[src/rtl/xlr8_fdiv_seq.sv]
// xlr8_fdiv_seq -- sequential IEEE-754 single-precision divider (XLR8 DIV unit)
//
// Samples dividend/divisor on the one-cycle start strobe, runs a radix-2
// restoring mantissa division and writes a round-to-nearest-even result
// exactly LATENCY (28) edges after the start edge. The result is held until
// the next write, so the port's latency counter can capture it blindly.
//
// Ports:
//   cp2     in   clock
//   ireset  in   asynchronous reset, active-low
//   en      in   start strobe (one cycle, sampled with dataa/datab)
//   dataa   in   dividend, IEEE-754 single
//   datab   in   divisor, IEEE-754 single
//   result  out  quotient, held until overwritten
//   busy    out  high from the edge after en until the result write
//   done    out  one-cycle pulse in the cycle after the result write
//   flags   out  {invalid, divzero, overflow, underflow}, updated with result
//
// Build option:
//   XLR8_FDIV_FLAGS_EN  defined   -> flags register and exception detection built
//                       undefined -> flags tied to 4'h0
//
// State   | meaning
// --------+-------------------------------------------------------------
// S_IDLE  | waiting for en; result/flags hold their last value
// S_UNPACK| split operands, form exponent, mantissas, classify specials
// S_ITER  | 26 restoring-division steps, one quotient bit per cycle
// S_ROUND | normalise, round, resolve specials; result written on exit

module xlr8_fdiv_seq #(
  parameter int LATENCY = 28
) (
  input  logic        cp2,
  input  logic        ireset,
  input  logic        en,
  input  logic [31:0] dataa,
  input  logic [31:0] datab,
  output logic [31:0] result,
  output logic        busy,
  output logic        done,
  output logic [3:0]  flags
);

  // The datapath timing is fixed: 1 unpack + 26 iterations + 1 round.
  generate
    if (LATENCY != 28) begin : g_latency_check
      $error("xlr8_fdiv_seq: LATENCY must be 28");
    end
  endgenerate

  typedef enum logic [1:0] {
    S_IDLE   = 2'd0,
    S_UNPACK = 2'd1,
    S_ITER   = 2'd2,
    S_ROUND  = 2'd3
  } state_t;

  typedef enum logic [2:0] {
    SP_NONE = 3'd0,
    SP_NAN  = 3'd1,
    SP_INF  = 3'd2,
    SP_DIVZ = 3'd3,
    SP_ZERO = 3'd4
  } spec_t;

  localparam logic [4:0] ITER_LOAD = 5'd25;

  state_t state, state_nxt;

  logic [31:0]       op_a, op_b;
  logic              sign_q;
  logic signed [9:0] exp_q;
  logic [23:0]       mb_q;
  logic [24:0]       rem_q;
  logic [25:0]       quo_q;
  logic [4:0]        cnt_q;
  spec_t             spec_q;

  logic              write_en;

  // ---------------------------------------------------------------------
  // Next-state logic. A new start always wins, which gives abort/restart
  // for en while busy and back-to-back starts in the done cycle.
  // ---------------------------------------------------------------------
  always_comb begin
    state_nxt = state;
    case (state)
      S_IDLE:   state_nxt = S_IDLE;
      S_UNPACK: state_nxt = S_ITER;
      S_ITER:   if (cnt_q == 5'd0) state_nxt = S_ROUND;
      S_ROUND:  state_nxt = S_IDLE;
      default:  state_nxt = S_IDLE;
    endcase
    if (en) state_nxt = S_UNPACK;
  end

  assign busy     = (state != S_IDLE);
  // An en in the ROUND cycle aborts that operation, so nothing is written.
  assign write_en = (state == S_ROUND) && !en;

  // ---------------------------------------------------------------------
  // Unpack and classification
  // ---------------------------------------------------------------------
  logic [7:0]        ea, eb;
  logic [22:0]       fa, fb;
  logic              a_zero, b_zero, a_inf, b_inf, a_nan, b_nan;
  logic signed [9:0] exp_unp;
  spec_t             spec_unp;

  always_comb begin
    ea     = op_a[30:23];
    eb     = op_b[30:23];
    fa     = op_a[22:0];
    fb     = op_b[22:0];
    // Exponent field 0 is zero: denormals are flushed.
    a_zero = (ea == 8'h00);
    b_zero = (eb == 8'h00);
    a_inf  = (ea == 8'hFF) && (fa == 23'd0);
    b_inf  = (eb == 8'hFF) && (fb == 23'd0);
    a_nan  = (ea == 8'hFF) && (fa != 23'd0);
    b_nan  = (eb == 8'hFF) && (fb != 23'd0);

    exp_unp = $signed({2'b00, ea}) - $signed({2'b00, eb}) + 10'sd127;

    spec_unp = SP_NONE;
    if (a_nan || b_nan || (a_zero && b_zero) || (a_inf && b_inf))
      spec_unp = SP_NAN;
    else if (a_inf)
      spec_unp = SP_INF;
    else if (b_zero)
      spec_unp = SP_DIVZ;
    else if (a_zero || b_inf)
      spec_unp = SP_ZERO;
  end

  // ---------------------------------------------------------------------
  // One restoring-division step. The remainder stays below 2*mb, so the
  // difference always fits in 24 bits before the shift.
  // ---------------------------------------------------------------------
  logic        q_bit;
  logic [24:0] rem_diff;
  logic [24:0] rem_nxt;

  always_comb begin
    q_bit    = (rem_q >= {1'b0, mb_q});
    rem_diff = q_bit ? (rem_q - {1'b0, mb_q}) : rem_q;
    rem_nxt  = {rem_diff[23:0], 1'b0};
  end

  // ---------------------------------------------------------------------
  // Normalise and round. q[25] is the integer bit; a quotient below 1.0
  // needs one left shift and an exponent decrement.
  // ---------------------------------------------------------------------
  logic [25:0]       q_norm;
  logic signed [9:0] exp_norm;
  logic signed [9:0] exp_fin;
  logic              guard, sticky, rnd_up;
  logic [23:0]       mant_sum;
  logic              ovf, unf;
  logic [31:0]       res_val;

  always_comb begin
    q_norm   = quo_q[25] ? quo_q : {quo_q[24:0], 1'b0};
    exp_norm = quo_q[25] ? exp_q : (exp_q - 10'sd1);
    guard    = q_norm[1];
    sticky   = q_norm[0] | (|rem_q);
    rnd_up   = guard & (sticky | q_norm[2]);
    mant_sum = {1'b0, q_norm[24:2]} + {23'd0, rnd_up};
    // A carry out of the mantissa leaves mant_sum[22:0] at zero and bumps
    // the exponent, i.e. 1.111..1 rounds up to 1.0 * 2.
    exp_fin  = exp_norm + $signed({9'd0, mant_sum[23]});
    ovf      = (exp_fin >= 10'sd255);
    unf      = (exp_fin <= 10'sd0);

    res_val = {sign_q, exp_fin[7:0], mant_sum[22:0]};
    if (ovf)
      res_val = {sign_q, 8'hFF, 23'd0};
    else if (unf)
      res_val = {sign_q, 31'd0};

    case (spec_q)
      SP_NAN:          res_val = 32'h7FC0_0000;
      SP_INF, SP_DIVZ: res_val = {sign_q, 8'hFF, 23'd0};
      SP_ZERO:         res_val = {sign_q, 31'd0};
      default:         ;
    endcase
  end

  // ---------------------------------------------------------------------
  // State and datapath registers
  // ---------------------------------------------------------------------
  always_ff @(posedge cp2 or negedge ireset) begin
    if (!ireset) begin
      state  <= S_IDLE;
      op_a   <= '0;
      op_b   <= '0;
      sign_q <= 1'b0;
      exp_q  <= '0;
      mb_q   <= '0;
      rem_q  <= '0;
      quo_q  <= '0;
      cnt_q  <= '0;
      spec_q <= SP_NONE;
      result <= '0;
      done   <= 1'b0;
    end else begin
      state <= state_nxt;
      done  <= write_en;

      if (en) begin
        op_a <= dataa;
        op_b <= datab;
      end

      case (state)
        S_UNPACK: begin
          sign_q <= op_a[31] ^ op_b[31];
          exp_q  <= exp_unp;
          mb_q   <= {1'b1, fb};
          rem_q  <= {2'b01, fa};
          quo_q  <= '0;
          cnt_q  <= ITER_LOAD;
          spec_q <= spec_unp;
        end
        S_ITER: begin
          rem_q <= rem_nxt;
          quo_q <= {quo_q[24:0], q_bit};
          if (cnt_q != 5'd0) cnt_q <= cnt_q - 5'd1;
        end
        default: ;
      endcase

      if (write_en) result <= res_val;
    end
  end

  // ---------------------------------------------------------------------
  // Exception flags
  // ---------------------------------------------------------------------
`ifdef XLR8_FDIV_FLAGS_EN
  logic [3:0] res_flg;
  logic [3:0] flags_q;

  always_comb begin
    res_flg = {(spec_q == SP_NAN),
               (spec_q == SP_DIVZ),
               (spec_q == SP_NONE) && ovf,
               (spec_q == SP_NONE) && !ovf && unf};
  end

  always_ff @(posedge cp2 or negedge ireset) begin
    if (!ireset)
      flags_q <= '0;
    else if (write_en)
      flags_q <= res_flg;
  end

  assign flags = flags_q;
`else
  assign flags = 4'h0;
`endif

endmodule
[config.mk]
export PLATFORM = sky130hd
export DESIGN_NAME = xlr8_fdiv_seq
export DESIGN_NICKNAME = d
export VERILOG_FILES = /design/src/rtl/xlr8_fdiv_seq.sv
export SDC_FILE = /design/constraint.sdc
export NUM_CORES = 1
export LEC_CHECK = 0
export CAP_MARGIN = 0
export CORE_MARGIN = 4
export CORE_UTILIZATION = 60
export CTS_BUF_LIST = sky130_fd_sc_hd__clkbuf_4
export CTS_CLUSTER_SIZE = 28
export DETAILED_ROUTE_END_ITERATION = 7
export PLACE_DENSITY = 0.86
export SYNTH_ARGS = -nofsm -noshare
export SYNTH_HDL_FRONTEND = slang
export SYNTH_SLANG_ARGS = --single-unit
[constraint.sdc]
create_clock -name cp2 -period 4.8 [get_ports cp2]
set_input_delay 0.48 -clock cp2 [delete_from_list [all_inputs] [get_ports cp2]]
set_output_delay 0.48 -clock cp2 [all_outputs]
set_load 0.01 [all_outputs]
Word level (Yosys, flattened, before mapping)
Index checks and enable logic that the tools add are counted.
{ "totals": {"register_bits": 193, "input_bits": 67, "output_inout_bits": 38} }
{ "op_classes": {"n_addsub": 7, "magnitude_cmp": 3, "n_eq_ne": 11, "mux": 17, "bitwise_logic": 4, "reduce_logical": 27} }
{ "ops": {"columns": ["operator", "count"], "rows": [
  ["one-hot mux 32 bit (3 select lines)", 1],
  ["2-to-1 mux 31 bit", 2],
  ["one-hot mux 26 bit (2 select lines)", 1],
  ["one-hot mux 25 bit (2 select lines)", 1],
  ["zero test 23 bit", 2],
  ["nonzero test 23 bit", 2],
  ["greater-or-equal comparator 25 x 24 -> 1 bit", 1],
  ["2-to-1 mux 25 bit", 1],
  ["OR reduction 25 bit", 1],
  ["adder 23 x 1 -> 24 bit", 1],
  ["2-to-1 mux 24 bit", 1],
  ["subtractor 24 bit", 1],
  ["== test 8 bit (second input constant)", 2],
  ["zero test 8 bit", 2],
  ["2-to-1 mux 3 bit", 4],
  ["adder 10 x 2 -> 10 bit", 1],
  ["adder 9 x 8 -> 10 bit (second input constant)", 1],
  ["greater-or-equal comparator 10 x 9 -> 1 bit (second input constant)", 1],
  ["less-or-equal comparator 10 x 1 -> 1 bit (second input constant)", 1],
  ["2-to-1 mux 10 bit", 1],
  ["one-hot mux 5 bit (2 select lines)", 1],
  ["subtractor 10 x 2 -> 10 bit (second input constant)", 1],
  ["subtractor 8 x 8 -> 9 bit", 1],
  ["logical AND 1 bit", 7],
  ["22 further kinds", 31]
]} }

Logic depth before layout (Yosys ltp)
{ "depth": {"depth_word": 10, "mapped_depth": 16, "mapped_depth_nobuf": 13} }

Least setup slack after synthesis
No wires, ideal clock.
{ "synth_path": {"path_kind": "register to register", "start": "reg quo_q[25]", "end": "reg result[28]", "setup_ps": 124, "t_arrival_ps": 3901, "path_slack_ps": 775, "stages_incl_launch_ff": 15, "n_path_buf": 5, "synth_period_minus_slack_ps": 4025, "path_cell_list": "dfrtp_1 > buf_6 > buf_2 > buf_1 > buf_1 > clkbuf_1 > xnor2_1 > ha_1 > ha_1 > nand3_2 > or3_1 > and3_1 > a211oi_4 > o21ai_2 > a211o_1"} }
{ "synth_via": {"elab_chain_cells": 10, "word_cells_on_any_way": 12, "classes_between": "2 x add/sub; 2 x order compare; 5 x mux; 3 x bitwise"} }
{ "synth_rtl": {"columns": ["item", "line", "text"], "rows": [
  ["start, declared", "75", "logic [25:0] quo_q;"],
  ["start signal, assigned", "227", "quo_q <= {quo_q[24:0], q_bit};"],
  ["2-to-1 mux 25 bit", "163", "q_norm = quo_q[25] ? quo_q : {quo_q[24:0], 1'b0};"],
  ["OR 1 bit", "166", "sticky = q_norm[0] | (|rem_q);"],
  ["OR 1 bit", "167", "rnd_up = guard & (sticky | q_norm[2]);"],
  ["AND 1 bit", "167", null],
  ["adder 23 x 1 -> 24 bit", "168", "mant_sum = {1'b0, q_norm[24:2]} + {23'd0, rnd_up};"],
  ["adder 10 x 2 -> 10 bit (*)", "171", "exp_fin = exp_norm + $signed({9'd0, mant_sum[23]});"],
  ["less-or-equal comparator 10 x 1 -> 1 bit", "173", "unf = (exp_fin <= 10'sd0);"],
  ["2-to-1 mux 31 bit", "178", "else if (unf)"],
  ["2-to-1 mux 31 bit (*)", "176", "if (ovf)"],
  ["one-hot mux 32 bit (3 select lines) (*)", "181", "case (spec_q)"],
  ["end signal, assigned", "233", "if (write_en) result <= res_val;"],
  ["end, declared", "38", "output logic [31:0] result,"]
]} }
Every way passes the cells marked *; elsewhere a longest branch is shown, timed or not.
A chain may end at the register's enable or synchronous reset.

Final worst setup path
{ "layout_path": {"start": "reg quo_q[25]", "end": "reg result[16]"} }
{ "layout_via": {"elab_chain_cells": 10, "word_cells_on_any_way": 12, "classes_between": "2 x add/sub; 2 x order compare; 5 x mux; 3 x bitwise"} }
{ "layout_rtl": {"columns": ["item", "line"], "rows": [
  ["2-to-1 mux 25 bit", "163"],
  ["OR 1 bit", "166"],
  ["OR 1 bit", "167"],
  ["AND 1 bit", "167"],
  ["adder 23 x 1 -> 24 bit", "168"],
  ["adder 10 x 2 -> 10 bit", "171"],
  ["less-or-equal comparator 10 x 1 -> 1 bit", "173"],
  ["2-to-1 mux 31 bit", "178"],
  ["2-to-1 mux 31 bit (*)", "176"],
  ["one-hot mux 32 bit (3 select lines) (*)", "181"]
]} }
Marked as above.

==> results.sh <==
export IMPL_placedCellCount=1492
export IMPL_relSlewSlack_pct=26.5
export IMPL_worst_path_buf_inv=0
export IMPL_ys_top_cells_by_area="dfrtp_1, mux2_2, ha_1"
export IMPL_cap_violations=0
export IMPL_synth_top_cell_area_share_pct=42.6
export IMPL_min_path_cells=3
export IMPL_r2r_start="quo_q[25]$_DFFE_PN0P_"
export IMPL_cpPeakStageDelay_ns=0.65
export IMPL_r2r_cells=13
export IMPL_p_total_mw=5.92
export IMPL_cts_tree="built"
export IMPL_grt_antenna_before_repair=0
export IMPL_cp_depth=13
export IMPL_drt_wl_total_mm=26.5
export IMPL_cts_buffer_depth=2
export IMPL_crit_path_top_delay_cell="or4b_1"
export IMPL_drv_slew=0
export IMPL_syn_area_per_cell_um2=9.42
export IMPL_rrSetupSlack_ns=0.36
export IMPL_cp_required_ns=5.32
export IMPL_gp_congestion=0.891
export IMPL_path_clk_slew_ns=0.17
export IMPL_clockRootBuffer="clkbuf_4"
export IMPL_synth_edff_count=0
export IMPL_rsz0062_at_grt="false"
export IMPL_worstPathArrival_ns=4.96
export IMPL_hpwl_mm=19.6
export IMPL_htreeDepth=4
export IMPL_dpl_cell_area_mm2=0.0125
export IMPL_power_leakage_nw=5.26
export IMPL_ios=105
export IMPL_grt_total_usage_pct=25.2
export IMPL_timing_rr_end="result[16]$_DFFE_PN0P_"
export IMPL_clock_latency_ns=0.60
export IMPL_die_w_um=146
export IMPL_synth_area_mm2=0.0113
export IMPL_die_area_mm2=0.0212
export IMPL_vdd_drop_max_mv=0.305
export IMPL_synth_cell_types=80
export IMPL_ant_nets=0
export IMPL_path_max_fanout=23
export IMPL_ys_warn_count=0
export IMPL_crit_path_frequent_cell="ha_1"
export IMPL_hold_viol=0
export IMPL_cts_made_buffers=17
export IMPL_yosysTopAreaCell="dfrtp_1"
export IMPL_multi_input_area_mm2=0.00595
export IMPL_start_util_pct=60.9
export IMPL_fin_skew_ns=0.0204
export IMPL_clock_fmax_ghz=0.225
export IMPL_async_flop_share_pct=100
export IMPL_n_antenna_cell=0
export IMPL_numPortBuffers=100
export IMPL_path_cells="mux2i_1 > or4b_1 > nor3_2 > nand2_1 > nor3_1 > ha_1 > ha_1 > nand3_2 > or3_1 > and3_1 > a211oi_4 > o211ai_4 > o31ai_1"
export IMPL_synth_seq_cells=193
export IMPL_die_h_um=146
export IMPL_crit_path_end_kind="flip-flop"
export IMPL_seqCellArea_mm2=0.00483
export IMPL_crit_path_start_kind="flip-flop"
export IMPL_drc=0
export IMPL_synth_seq_area_share_pct=42.6
export IMPL_synth_top_flop_cell="dfrtp_1"
export IMPL_first_iter_violations=780
export IMPL_period_needed_ns=4.44
export IMPL_fin_util_pct=68.6
export IMPL_syn_inst=1204
export IMPL_wire_per_inst_um=17.4
export IMPL_timing_final_crit_share_pct=92.5
export IMPL_fin_nets=1390
export IMPL_grt_pass1_vias=9152
export IMPL_dr_pass1_iters=6
export IMPL_postCtsSetupRepairBufs=0
export IMPL_vias_per_cell=6.12
export IMPL_coreArea_mm2=0.0186
export IMPL_p_per_area_mw_per_mm2=463
export IMPL_critPathCapture="result[16]$_DFFE_PN0P_"
export IMPL_nFillCells=1424
export IMPL_setup_tns_ns=0
export IMPL_startpoint="quo_q[25]$_DFFE_PN0P_"
export IMPL_grt_max_degree=111
export IMPL_fin_area_mm2=0.0128
export IMPL_clock_sinks=193
export IMPL_finalSetupViolCount=0
export IMPL_path_delay_family="simple AND/OR/NAND/NOR gates"
export IMPL_area_delta_synth_final_pct=12.7
export IMPL_outcome="completed"
export IMPL_rows=50
export IMPL_hp_class="primary input to flip-flop"
export IMPL_overflow=0
export IMPL_path_class="flip-flop to flip-flop"
export IMPL_drive_above_1_share_pct=10.1
export IMPL_max_slew_worst_pin_slew_ns=1.10
export IMPL_grt_pass1_wl_mm=44.6
export IMPL_final_cells=1525
export IMPL_num_vias=9330
==> state kept, by name, indices dropped and copies added (netlist names) <==
signal and count:
op_a 32, sign_q 1, op_b 32, result 32, exp_q 10, done 1, cnt_q 5, state 2
spec_q 3, quo_q 26, mb_q 24, rem_q 25
==> final cells by class <==
cell class | instances | share of cell area, %
multi-input combinational | 868 | 46.5
sequential | 193 | 37.8
inverter | 86 | 2.53
clock inverter | 15 | 1.31
tap | 234 | 2.29
timing repair buffer | 112 | 8.55
clock buffer | 17 | 0.999
==> placed cells by master, fill, tap and decap left out, types with 22 or more instances in the layout <==
cell             Yosys  layout
inv_1               86      86
nand3_1             45      45
mux2_2              61      61
xnor2_1             36      36
nand2_1            119     119
dfrtp_1            193     192
clkdlybuf4s50_1      0      98
mux2i_1             33      33
o21ai_0            101     101
nor2_1              66      66
ha_1                43      42
nor4_1              29      29
a21oi_1             52      52
xor2_1              22      22
==> timing repair <==
| action | 4_1_cts | 5_1_grt |
|---|---|---|
| gates resized for setup | 0 | 2 |
| endpoints found under the hold margin | 88 | 0 |
| endpoints found under the setup margin | 0 | 23 |
| hold buffers | 1 | 0 |
==> where the power goes <==
| part | internal [mW] | switching [mW] | total, mW |
|---|---|---|---|
| sequential | 1.90 | 0.326 | 2.23 |
| clock | 0.286 | 0.624 | 0.910 |
| combinational | 1.21 | 1.57 | 2.78 |
| total | 3.40 | 2.52 | 5.92 |
==> cell families (layout without fill, tap and decap cells) <==
group                    after synthesis  after routing  share of synthesized area, %
AO/OA/AOI/OAI                        303            303                          17.5
XOR/XNOR                              59             59                          4.62
adder cells (fa/ha/maj)               45             45                          5.10
buffers and inverters                146            230                          5.24
flip-flops                           193            193                          42.6
multiplexers                          94             94                          8.97
other                                  1              4                        0.0331
AND/OR/NAND/NOR                      363            363                          15.9
==> tightest hold or removal path, cell delays in order <==
cell and delay (ns):
clkdlybuf4s50_1 0.39, nand2_1 0.06, o21ai_0 0.06
==> layer usage <==
layer  vias up  GRT usage [%]  wire (um)
li1       4470              -          -
met1      4496           32.9      11200
met2       309           43.3      13300
met3        55           4.14       1360
met4         0           8.17        671
met5         -              0          0
==> cells in the mapped netlist (5+ instances only) <==
| master | n |
|---|---|
| dfrtp_1 | 193 |
| nand2_1 | 119 |
| o21ai_0 | 101 |
| inv_1 | 86 |
| nor2_1 | 66 |
| mux2_2 | 61 |
| a21oi_1 | 52 |
| nand3_1 | 45 |
| ha_1 | 43 |
| clkbuf_1 | 39 |
| xnor2_1 | 36 |
| mux2i_1 | 33 |
| nor4_1 | 29 |
| xor2_1 | 22 |
| o21ai_1 | 20 |
| nor3_1 | 18 |
| a221o_1 | 16 |
| nand4_1 | 14 |
| a211oi_1 | 12 |
| and3_1 | 12 |
| nand2b_1 | 11 |
| a21o_1 | 10 |
| or3_1 | 10 |
| a22oi_1 | 9 |
| and2_1 | 9 |
| buf_1 | 9 |
| a311oi_1 | 6 |
| a31oi_1 | 6 |
| nor2b_1 | 6 |
| o21a_1 | 6 |
| a2111oi_0 | 5 |
| buf_4 | 5 |
| o31ai_1 | 5 |
| or2_2 | 5 |
==> how the worst min path moves through the flow <==
stage / endpoint / start / slack (ns)
floorplan: cnt_q[0]$_DFFE_PN0P_ / ireset / 0.18
global placement: mb_q[23]$_DFFE_PN0P_ / mb_q[23]$_DFFE_PN0P_ / 0.44
detailed placement: mb_q[23]$_DFFE_PN0P_ / mb_q[23]$_DFFE_PN0P_ / 0.44
CTS: op_b[28]$_DFFE_PN0P_ / datab[28] / 0.39
global route: op_b[27]$_DFFE_PN0P_ / datab[27] / 0.40
finish: op_b[28]$_DFFE_PN0P_ / datab[28] / 0.42
==> metrics by stage <==
| stage | hold slack [ns] | setup WS (ns) |
|---|---|---|
| finish | 0.425 | 0.362 |
| global route | 0.402 | 0.00125 |
| CTS | 0.389 | 0.257 |
| detailed placement | 0.441 | 0.313 |
| global placement | 0.436 | 0.392 |
| floorplan | 0.184 | 0.775 |
No activity file was read; power rests on OpenSTA's default activity.
